File: src/rtl/cache_pkg.sv
// Shared types for the L1 refill/write-back arbiter: arbiter states, requester ids
// and the bus word size.
package cache_pkg;

    typedef enum logic [2:0] {
        IDLE,
        I_FILL,
        D_READ,
        D_WRITE,
        DONE
    } arb_state_t;

    typedef enum logic {
        REQ_I,
        REQ_D
    } requester_t;

    localparam int WORD_BYTES = 4;

endpackage

File: src/rtl/cache_mem_arbiter_if.sv
// Next-level memory port: one outstanding single-word beat, request held until acknowledged.
interface cache_mem_arbiter_if #(
    parameter int ADDR_W = 32,
    parameter int DATA_W = 32
);
    logic              req;
    logic              we;
    logic [ADDR_W-1:0] addr;
    logic [DATA_W-1:0] wdata;
    logic              ack;
    logic [DATA_W-1:0] rdata;

    modport master (output req, we, addr, wdata, input ack, rdata);
    modport slave  (input req, we, addr, wdata, output ack, rdata);
endinterface

File: src/rtl/cache_beat_ctr.sv
// Beat index within a cache block: clear wins over increment, wraps naturally at B-1.
module cache_beat_ctr #(
    parameter int B = 16
) (
    input  logic                 clk_i,
    input  logic                 reset_i,
    input  logic                 clear,
    input  logic                 incr,
    output logic [$clog2(B)-1:0] beat,
    output logic                 last_beat
);
    localparam int BW = $clog2(B);

    logic [BW-1:0] beat_reg;
    logic [BW-1:0] beat_next;

    always_comb begin
        beat_next = beat_reg;
        if (clear) begin
            beat_next = '0;
        end else if (incr) begin
            beat_next = beat_reg + BW'(1);
        end
    end

    always_ff @(posedge clk_i) begin
        if (reset_i) begin
            beat_reg <= '0;
        end else begin
            beat_reg <= beat_next;
        end
    end

    assign beat      = beat_reg;
    assign last_beat = (beat_reg == BW'(B - 1));

endmodule

File: src/rtl/cache_mem_arbiter.sv
// Shares one next-level memory port between I-cache refills and D-cache refills/write-backs,
// moving each block as B single-word beats and steering beats back to the owning cache.
module cache_mem_arbiter
    import cache_pkg::*;
#(
    parameter int B      = 16,
    parameter int ADDR_W = 32,
    parameter int DATA_W = 32
) (
    input  logic                 clk_i,
    input  logic                 reset_i,

    input  logic                 ic_req_i,
    input  logic [ADDR_W-1:0]    ic_addr_i,
    input  logic                 ic_abort_i,

    input  logic                 dc_req_i,
    input  logic                 dc_we_i,
    input  logic [ADDR_W-1:0]    dc_addr_i,
    input  logic [DATA_W-1:0]    dc_wdata_i,

    cache_mem_arbiter_if.master  mem,

    output logic [DATA_W-1:0]    fill_rdata_o,
    output logic                 ic_beat_valid_o,
    output logic                 dc_beat_valid_o,
    output logic [$clog2(B)-1:0] ic_beat_idx_o,
    output logic [$clog2(B)-1:0] dc_beat_idx_o,
    output logic                 ic_done_o,
    output logic                 dc_done_o,
    output logic                 busy_o
);
    localparam int BW  = $clog2(B);
    localparam int OFF = BW + $clog2(WORD_BYTES);

    arb_state_t  state_reg, state_next;
    requester_t  last_served_reg;
    logic        last_dwrite_reg;
    logic        abort_pend_reg;
    logic        ic_done_reg, dc_done_reg;
    logic [ADDR_W-1:0] base_reg;

    logic [BW-1:0] beat;
    logic          last_beat;
    logic          grant_i, grant_d;
    logic          in_transfer, in_dcache, beat_ack, abort_now, finish;

    assign in_transfer = (state_reg == I_FILL) || (state_reg == D_READ) || (state_reg == D_WRITE);
    assign in_dcache   = (state_reg == D_READ) || (state_reg == D_WRITE);
    assign beat_ack    = in_transfer && mem.ack;
    // An abort raised on the same cycle as an ack terminates on that very ack.
    assign abort_now   = (state_reg == I_FILL) && (abort_pend_reg || ic_abort_i);
    assign finish      = beat_ack && (last_beat || abort_now);

    always_comb begin
        state_next = state_reg;
        grant_i    = 1'b0;
        grant_d    = 1'b0;
        case (state_reg)
            IDLE: begin
                // A write-back locks the port for the D-cache so the refill follows at once.
                if (dc_req_i && (!ic_req_i || last_dwrite_reg || last_served_reg == REQ_I)) begin
                    grant_d    = 1'b1;
                    state_next = dc_we_i ? D_WRITE : D_READ;
                end else if (ic_req_i) begin
                    grant_i    = 1'b1;
                    state_next = I_FILL;
                end
            end
            I_FILL, D_READ, D_WRITE: begin
                if (finish) begin
                    state_next = DONE;
                end
            end
            DONE:    state_next = IDLE;
            default: state_next = IDLE;
        endcase
    end

    always_ff @(posedge clk_i) begin
        if (reset_i) begin
            state_reg       <= IDLE;
            last_served_reg <= REQ_D;
            last_dwrite_reg <= 1'b0;
            abort_pend_reg  <= 1'b0;
            ic_done_reg     <= 1'b0;
            dc_done_reg     <= 1'b0;
            base_reg        <= '0;
        end else begin
            state_reg      <= state_next;
            abort_pend_reg <= (state_next == I_FILL) && (state_reg == I_FILL)
                              && (abort_pend_reg || ic_abort_i);
            ic_done_reg    <= finish && (state_reg == I_FILL) && !abort_now;
            dc_done_reg    <= finish && in_dcache;
            if (grant_i) begin
                base_reg        <= {ic_addr_i[ADDR_W-1:OFF], {OFF{1'b0}}};
                last_served_reg <= REQ_I;
            end
            if (grant_d) begin
                base_reg        <= {dc_addr_i[ADDR_W-1:OFF], {OFF{1'b0}}};
                last_served_reg <= REQ_D;
            end
            if (finish) begin
                last_dwrite_reg <= (state_reg == D_WRITE);
            end
        end
    end

    // Clearing on finish also rewinds a block cut short by an abort.
    cache_beat_ctr #(.B(B)) u_beat_ctr (
        .clk_i     (clk_i),
        .reset_i   (reset_i),
        .clear     (grant_i || grant_d || finish),
        .incr      (beat_ack),
        .beat      (beat),
        .last_beat (last_beat)
    );

    assign mem.req   = in_transfer;
    assign mem.we    = (state_reg == D_WRITE);
    assign mem.addr  = in_transfer ? (base_reg + (ADDR_W'(beat) << $clog2(WORD_BYTES))) : '0;
    assign mem.wdata = (state_reg == D_WRITE) ? dc_wdata_i : '0;

    assign fill_rdata_o    = mem.rdata;
    assign ic_beat_valid_o = (state_reg == I_FILL) && mem.ack;
    assign dc_beat_valid_o = in_dcache && mem.ack;
    assign ic_beat_idx_o   = (state_reg == I_FILL) ? beat : '0;
    assign dc_beat_idx_o   = in_dcache ? beat : '0;
    assign ic_done_o       = ic_done_reg;
    assign dc_done_o       = dc_done_reg;
    assign busy_o          = (state_reg != IDLE);

endmodule

File: src/flat_wrapper.sv
// flat-port wrapper written by rule: the top's interface ports become plain ports
module cache_mem_arbiter_flat import cache_pkg::*;
#(
    parameter int B      = 16,
    parameter int ADDR_W = 32,
    parameter int DATA_W = 32
)
  (clk_i, reset_i, ic_req_i, ic_addr_i, ic_abort_i, dc_req_i, dc_we_i, dc_addr_i, dc_wdata_i, fill_rdata_o, ic_beat_valid_o, dc_beat_valid_o, ic_beat_idx_o, dc_beat_idx_o, ic_done_o, dc_done_o, busy_o, mem_req, mem_we, mem_addr, mem_wdata, mem_ack, mem_rdata);
  cache_mem_arbiter_if #(.ADDR_W(ADDR_W), .DATA_W(DATA_W)) mem_i ();
  input  logic clk_i;
  input  logic reset_i;
  input  logic ic_req_i;
  input  logic [ADDR_W-1:0] ic_addr_i;
  input  logic ic_abort_i;
  input  logic dc_req_i;
  input  logic dc_we_i;
  input  logic [ADDR_W-1:0] dc_addr_i;
  input  logic [DATA_W-1:0] dc_wdata_i;
  output logic [DATA_W-1:0] fill_rdata_o;
  output logic ic_beat_valid_o;
  output logic dc_beat_valid_o;
  output logic [$clog2(B)-1:0] ic_beat_idx_o;
  output logic [$clog2(B)-1:0] dc_beat_idx_o;
  output logic ic_done_o;
  output logic dc_done_o;
  output logic busy_o;
  output wire logic [$bits(mem_i.req)-1:0] mem_req;
  output wire logic [$bits(mem_i.we)-1:0] mem_we;
  output wire logic [$bits(mem_i.addr)-1:0] mem_addr;
  output wire logic [$bits(mem_i.wdata)-1:0] mem_wdata;
  input wire logic [$bits(mem_i.ack)-1:0] mem_ack;
  input wire logic [$bits(mem_i.rdata)-1:0] mem_rdata;
  assign mem_req = mem_i.req;
  assign mem_we = mem_i.we;
  assign mem_addr = mem_i.addr;
  assign mem_wdata = mem_i.wdata;
  assign mem_i.ack = mem_ack;
  assign mem_i.rdata = mem_rdata;
  cache_mem_arbiter #(.B(B), .ADDR_W(ADDR_W), .DATA_W(DATA_W)) u_core (.clk_i(clk_i), .reset_i(reset_i), .ic_req_i(ic_req_i), .ic_addr_i(ic_addr_i), .ic_abort_i(ic_abort_i), .dc_req_i(dc_req_i), .dc_we_i(dc_we_i), .dc_addr_i(dc_addr_i), .dc_wdata_i(dc_wdata_i), .mem(mem_i), .fill_rdata_o(fill_rdata_o), .ic_beat_valid_o(ic_beat_valid_o), .dc_beat_valid_o(dc_beat_valid_o), .ic_beat_idx_o(ic_beat_idx_o), .dc_beat_idx_o(dc_beat_idx_o), .ic_done_o(ic_done_o), .dc_done_o(dc_done_o), .busy_o(busy_o));
endmodule
File: config.mk
export PLATFORM = sky130hd
export DESIGN_NAME = cache_mem_arbiter_flat
export DESIGN_NICKNAME = d
export VERILOG_FILES = /design/src/rtl/cache_pkg.sv /design/src/rtl/cache_mem_arbiter_if.sv /design/src/rtl/cache_beat_ctr.sv /design/src/rtl/cache_mem_arbiter.sv /design/src/flat_wrapper.sv
export SDC_FILE = /design/constraint.sdc
export NUM_CORES = 1
export LEC_CHECK = 0
export BUFFER_PORTS_ARGS = -buffer_cell sky130_fd_sc_hd__buf_4
export CAP_MARGIN = 10
export CORE_AREA = 2 2 96 98
export CTS_CLUSTER_SIZE = 10
export DETAILED_ROUTE_END_ITERATION = 8
export DIE_AREA = 0 0 98 100
export GPL_ROUTABILITY_DRIVEN = 1
export HOLD_SLACK_MARGIN = 0.12
export PLACE_DENSITY = 0.74
export SETUP_SLACK_MARGIN = 0.1
export SKIP_LAST_GASP = 1
export SLEW_MARGIN = 20
export SYNTH_ARGS = -nofsm -noshare
export SYNTH_HDL_FRONTEND = slang
export SYNTH_SLANG_ARGS = --single-unit
File: constraint.sdc
create_clock -name clk_i -period 1.4 [get_ports clk_i]
set_input_delay 0.07 -clock clk_i [delete_from_list [all_inputs] [get_ports clk_i]]
set_output_delay 0.07 -clock clk_i [all_outputs]
set_load 0.05 [all_outputs]
==> flow_metrics.tcl, run 1 <==
set metrics [dict create \
    status "finished, violations left" \
    failed_checks "negative setup slack" \
    syn2layout_area_growth_pct 97.6 \
    fin_crit_sh_pct 113 \
    crit_required_ps 1330 \
    worstSetupPathType "flip-flop to primary output" \
    drive_above_1_share_pct 62.4 \
    crit_start "u_core.state_reg[0]" \
    rrSetupSlack_ps -150 \
    ys_types 48 \
    synth_ff_type "dfxtp_1" \
    die-width_um 98 \
    stdcell_count 662 \
    dp_slack_ps -104 \
    clock_skew_ps 7.24 \
    async_reset_ff_share_pct 0 \
    cap_violations 0 \
    avgSynthCellArea_um2 8.27 \
    synth_edf_count 0 \
    grt_max_degree 34 \
    hold_class "primary input to flip-flop" \
    worstPathMaxFanout 7 \
    cts_root_buffer "clkbuf_8" \
    fin_nets 686 \
    cts_buffers 5 \
    grt_pass1_vias 3400 \
    critPathArrivalTime_ps 1510 \
    synth_top_area_share_pct 27.1 \
    syn_inst 340 \
    whs_path_depth 4 \
    dpl.hpwl_um 7090 \
    io_buffers 167 \
    timing.rr.end "u_core.base_reg[22]" \
    nFillCells 718 \
    drt_iter0_drc 118 \
    synth.area.top_cells "dfxtp_1 (27%), and2_1 (15%), a311oi_2 (11%)" \
    clkTransAtPathRegs_ps 80 \
    path_cells "buf_12 > o21bai_4 > inv_4 > buf_8 > and2_2 > buf_6" \
    synth_top_area_cell "dfxtp_1" \
    syn_area_mm2 0.00281 \
    hold_viol 0 \
    crit_slowest_cell "dfxtp_4" \
    worst_slack_ps -183 \
    rsz0062_at_grt "true" \
    setup-tns-final_ps -13330 \
    core_area_mm2 0.00889 \
    drc 0 \
    clockBufferDepth 2 \
    grt_usage_pct 21.2 \
    cts_sinks 38 \
    synth_common_cells "and2_1 (68), dfxtp_1 (38), buf_4 (34), o21ai_0 (31), nand3_1 (30)" \
    critPathCaptureType "primary output" \
    cpPeakStageDelay_ps 370 \
    placedCellCount 579 \
    crit_path_start_kind "flip-flop" \
    period_minus_slack_ps 1580 \
    io_pins 246 \
    start_util_pct 31.6 \
    rows 35 \
    post-synth-top-count-cell "and2_1" \
    antenna_found_initial 0 \
    viasPerCell 5.12 \
    dr.pass1.iters 4 \
    grt_pass1_wl_um 16600 \
    power_density_mw_per_mm2 1590 \
    antenna_left 0 \
    vdd_drop_max_v 0.000936 \
    rr_startpoint "u_core.state_reg[0]" \
    totalWireLength_um 11400 \
    num_antenna_cells 0 \
    dieArea_mm2 0.00980 \
    gr-total-overflow 0 \
    p_leak_nw 2.42 \
    wl_per_cell_um 17.2 \
    cts_tree "done" \
    yosysWarnings 0 \
    clock.fmax_mhz 632 \
    slew_viol_final 0 \
    ys_ff_latch 38 \
    r2r_cells 7 \
    ys_seq_area_share_pct 27.1 \
    place.gp.congestion 0.891 \
    finalPower_mw 8.85 \
    die_h_um 100 \
    htree_levels 2 \
    clock_latency_ps 290 \
    largest_reg_flops 26 \
    dr_total_vias 3390 \
    cp-endpoint "mem_addr[21]" \
    setup_viol 101 \
]
## stage by stage
| step | hold slack [ps] | utilization [%] | cell area [um^2] |
|---|---|---|---|
| after floorplan | 239 | - | 3000 |
| after global placement | 140 | 47.5 | 4220 |
| after detailed placement | 140 | 47.5 | 4220 |
| after CTS | 123 | 60.7 | 5390 |
| after global routing | 140 | 62.5 | 5560 |
| final | 133 | 62.5 | 5560 |
## cell families after synthesis
kind of cell / share of synthesized area, %
buffers and inverters: 15.8
other: 0.133
adders and majority gates: 0.445
and+or+nand+nor: 27.8
AOI/OAI and AO/OA: 28.4
muxes: 0.401
DFF: 27.1
## cell usage in the layout, fill, tap and decap left out, types with 2 or more instances in the layout
master / netlist / layout
nand3_1: 30 / 30
o21ai_0: 31 / 30
a311oi_2: 20 / 22
buf_8: 0 / 20
o31ai_1: 2 / 2
or4_4: 1 / 2
a31oi_1: 2 / 2
nor2_1: 4 / 3
buf_12: 0 / 10
a221oi_2: 1 / 4
inv_1: 5 / 3
clkbuf_8: 0 / 8
dfxtp_4: 0 / 3
nand2_2: 0 / 2
conb_1: 1 / 2
or2_4: 0 / 4
a21oi_1: 26 / 24
buf_6: 5 / 40
buf_16: 0 / 2
and2_4: 0 / 55
o211ai_1: 2 / 2
and2_2: 0 / 7
and2_1: 68 / 6
dlygate4sd3_1: 0 / 53
buf_4: 34 / 143
a311oi_1: 6 / 4
dfxtp_1: 38 / 33
dfxtp_2: 0 / 2
## routing by layer
layer	track usage [%]	up-vias	share of wire [%]
met2	42.1	157	54
li1	-	1596	-
met1	21.4	1611	37
met5	0	-	0
met3	3.90	26	6.1
met4	9.19	0	3.2
## final cells by class
cell class | count | area, um^2 | share of cell area, %
tap | 111 | 139 | 2.50
clock buffer | 8 | 110 | 1.98
timing repair buffer | 269 | 2640 | 47.4
inverter | 5 | 21.3 | 0.383
multi-input combinational | 231 | 1880 | 33.8
sequential | 38 | 774 | 13.9
## where the power goes
group          internal, mW  total [mW]  switching, mW
Sequential             1.40        1.60          0.203
Combinational          3.10        6.35           3.25
Clock                 0.498       0.894          0.397
## worst max-delay path, delay by kind of cell (launching register included)
family / cells / cell delay [ps]
compound gates: 1 / 140
simple gates: 1 / 200
buf+inv: 4 / 510
flops: 1 / 370
## worst min path at each step
stage	to	from	slack, ps
after floorplan	u_core.u_beat_ctr.beat[1]	mem_ack	240
after global placement	fill_rdata_o[10]	mem_rdata[10]	140
after detailed placement	fill_rdata_o[10]	mem_rdata[10]	140
after CTS	u_core.ic_done_o	ic_abort_i	120
after global routing	fill_rdata_o[5]	mem_rdata[5]	140
final	u_core.ic_done_o	ic_abort_i	130
## repair_timing
| item | CTS | global route |
|---|---|---|
| hold buffers | 53 | 0 |
| gates resized for setup | 102 | 26 |
| hold endpoints to repair | 32 | 0 |
| setup endpoints to repair | 113 | 113 |
| gates cloned | 3 | 1 |
| pin swaps | 18 | 17 |
| setup buffers | 12 | 8 |
(Power assumes the default switching activity.)
==> inputs of run 2 (changes only) <==
--- a/config.mk
+++ b/config.mk
@@ -14,6 +14,7 @@
 export GPL_ROUTABILITY_DRIVEN = 1
 export HOLD_SLACK_MARGIN = 0.12
 export PLACE_DENSITY = 0.74
+export REMOVE_ABC_BUFFERS = 1
 export SETUP_SLACK_MARGIN = 0.1
 export SKIP_LAST_GASP = 1
 export SLEW_MARGIN = 20
==> flow_metrics.tcl, run 2 (synthesis results as in run 1) <==
set metrics [dict create \
    grt_pass1_wl_um 18800 \
    use_met3_pct 13.6 \
    failed_checks "negative setup slack" \
    drive_above_1_share_pct 58.2 \
    cap_violations 0 \
    grt_usage_pct 24.6 \
    crit_required_ps 1330 \
    wl_per_cell_um 19.8 \
    layout_commonest_cell "buf_4" \
    cts_root_buffer "clkbuf_8" \
    grt.busiest_layer "met2" \
    swShare_pct 43.2 \
    multi_input_area_mm2 0.00187 \
    rsz0062_at_grt "true" \
    cts_sinks 38 \
    dieArea_mm2 0.00980 \
    cts_buffers 5 \
    clock_latency_ps 290 \
    dr.pass1.iters 4 \
    finalCoreUtilization_pct 65.8 \
    setup-tns-final_ps -13450 \
    vdd_drop_max_v 0.000817 \
    critPathCaptureType "primary output" \
    clkPwrFrac_pct 12.6 \
    dpl.hpwl_um 7980 \
    drc 0 \
    crit_path_start_kind "flip-flop" \
    gr-total-overflow 0 \
    nFillCells 670 \
    rows 35 \
    htree_levels 2 \
    setup_viol 107 \
    worstPathMaxFanout 17 \
    antenna_found_initial 0 \
    drt_iter0_drc 118 \
    clock_skew_ps 7.64 \
    die-width_um 98 \
    syn2layout_area_growth_pct 108 \
    hold_class "primary input to primary output" \
    met1_usage_pct 26.6 \
    die_h_um 100 \
    layout_common_cells "buf_4 (115), buf_6 (89), dlygate4sd3_1 (54)" \
    seq_area_um2 771 \
    io_buffers 167 \
    period_minus_slack_ps 1590 \
    clkTransAtPathRegs_ps 80 \
    antenna_left 0 \
    largest_reg_flops 26 \
    worst_slack_ps -188 \
    clockBufferDepth 2 \
    critPathArrivalTime_ps 1520 \
    cts_tree "done" \
    p_leak_nw 2.51 \
    pwr-share-seq_pct 16.8 \
    dr_total_vias 3573 \
    p_int_mw 5.34 \
    met2_usage_pct 40.7 \
    clock.fmax_mhz 630 \
    p_switching_mw 4.06 \
    viasPerCell 5.27 \
    crit_slowest_cell "dfxtp_2" \
    num_antenna_cells 0 \
    combinationalPowerShare_pct 70.6 \
    slew_viol_final 0 \
    totalWireLength_um 13400 \
    power_density_mw_per_mm2 1610 \
    worstSetupPathType "flip-flop to primary output" \
    status "finished, violations left" \
    hold_viol 0 \
    cpPeakStageDelay_ps 340 \
    fin_hold_ws_ps 140 \
    path_cells "buf_4 > and3b_2 > clkbuf_16 > and2_1 > buf_6" \
    io_pins 246 \
    fin_nets 702 \
    core_area_mm2 0.00889 \
    start_util_pct 31.6 \
    grt_max_degree 35 \
    fin_crit_sh_pct 113 \
    grt_pass1_vias 3581 \
    place.gp.congestion 0.851 \
]
[run 2: layout make-up]
class / count / area share, %
repair buffers: 285 / 49.7
multi-input cells: 231 / 32.0
flip-flops and latches: 38 / 13.2
well taps: 111 / 2.38
clock buffers: 6 / 1.41
clock inverters: 2 / 1.03
inverters: 5 / 0.364
[run 2: repair_timing]
action                                 4_1_cts  5_1_grt
endpoints found under the hold margin       29        1
buffers inserted                            13        6
cloned                                       6        2
pin swaps                                   30       22
hold buffers                                53        1
setup endpoints to repair                  112      113
resized for setup                          150       49
[run 2: worst max-delay path: cells and delay by family (launching register included)]
family / cells / cell delay [ps]
buf+inv: 3 / 460
simple gates: 2 / 410
flops: 1 / 340
[run 2: metrics by stage]
| stage | power [mW] | worst slack (ps) | instances | cell area [um^2] |
|---|---|---|---|---|
| global placement | 5.87 | -42.3 | 589 | 4120 |
| CTS | 8.71 | -158 | 669 | 5540 |
| detailed placement | 5.98 | -131 | 589 | 4120 |
| finish | 9.40 | -188 | 678 | 5850 |
| floorplan | 4.25 | -918 | 274 | 2390 |
| global route | 9.80 | -227 | 678 | 5850 |
[run 2: path summary, 6_finish.rpt]
check	startpoint	to	slack (ps)	cells past startpoint
worst min register to register	u_core.base_reg[19]	u_core.base_reg[19]	520	2
worst min-delay path	mem_rdata[4]	fill_rdata_o[4]	140	0
worst max-delay path	u_core.state_reg[0]	mem_wdata[26]	-190	5
worst max register to register	u_core.state_reg[2]	u_core.base_reg[19]	-160	7
[run 2: power groups by stage]
stage	registers, mW	clock network (mW)	logic, mW
2_1_floorplan	1.55	0	2.70
3_3_place_gp	1.55	0	4.32
3_5_place_dp	1.57	0	4.41
4_1_cts	1.56	1.20	5.95
5_1_grt	1.61	1.25	6.94
6_report	1.58	1.19	6.63
[run 2: layer usage]
metal  share of wire [%]  up-vias
li1                    -     1633
met2                  47      245
met5                0.34        -
met1                  37     1662
met4                 2.6        2
met3                  13       31
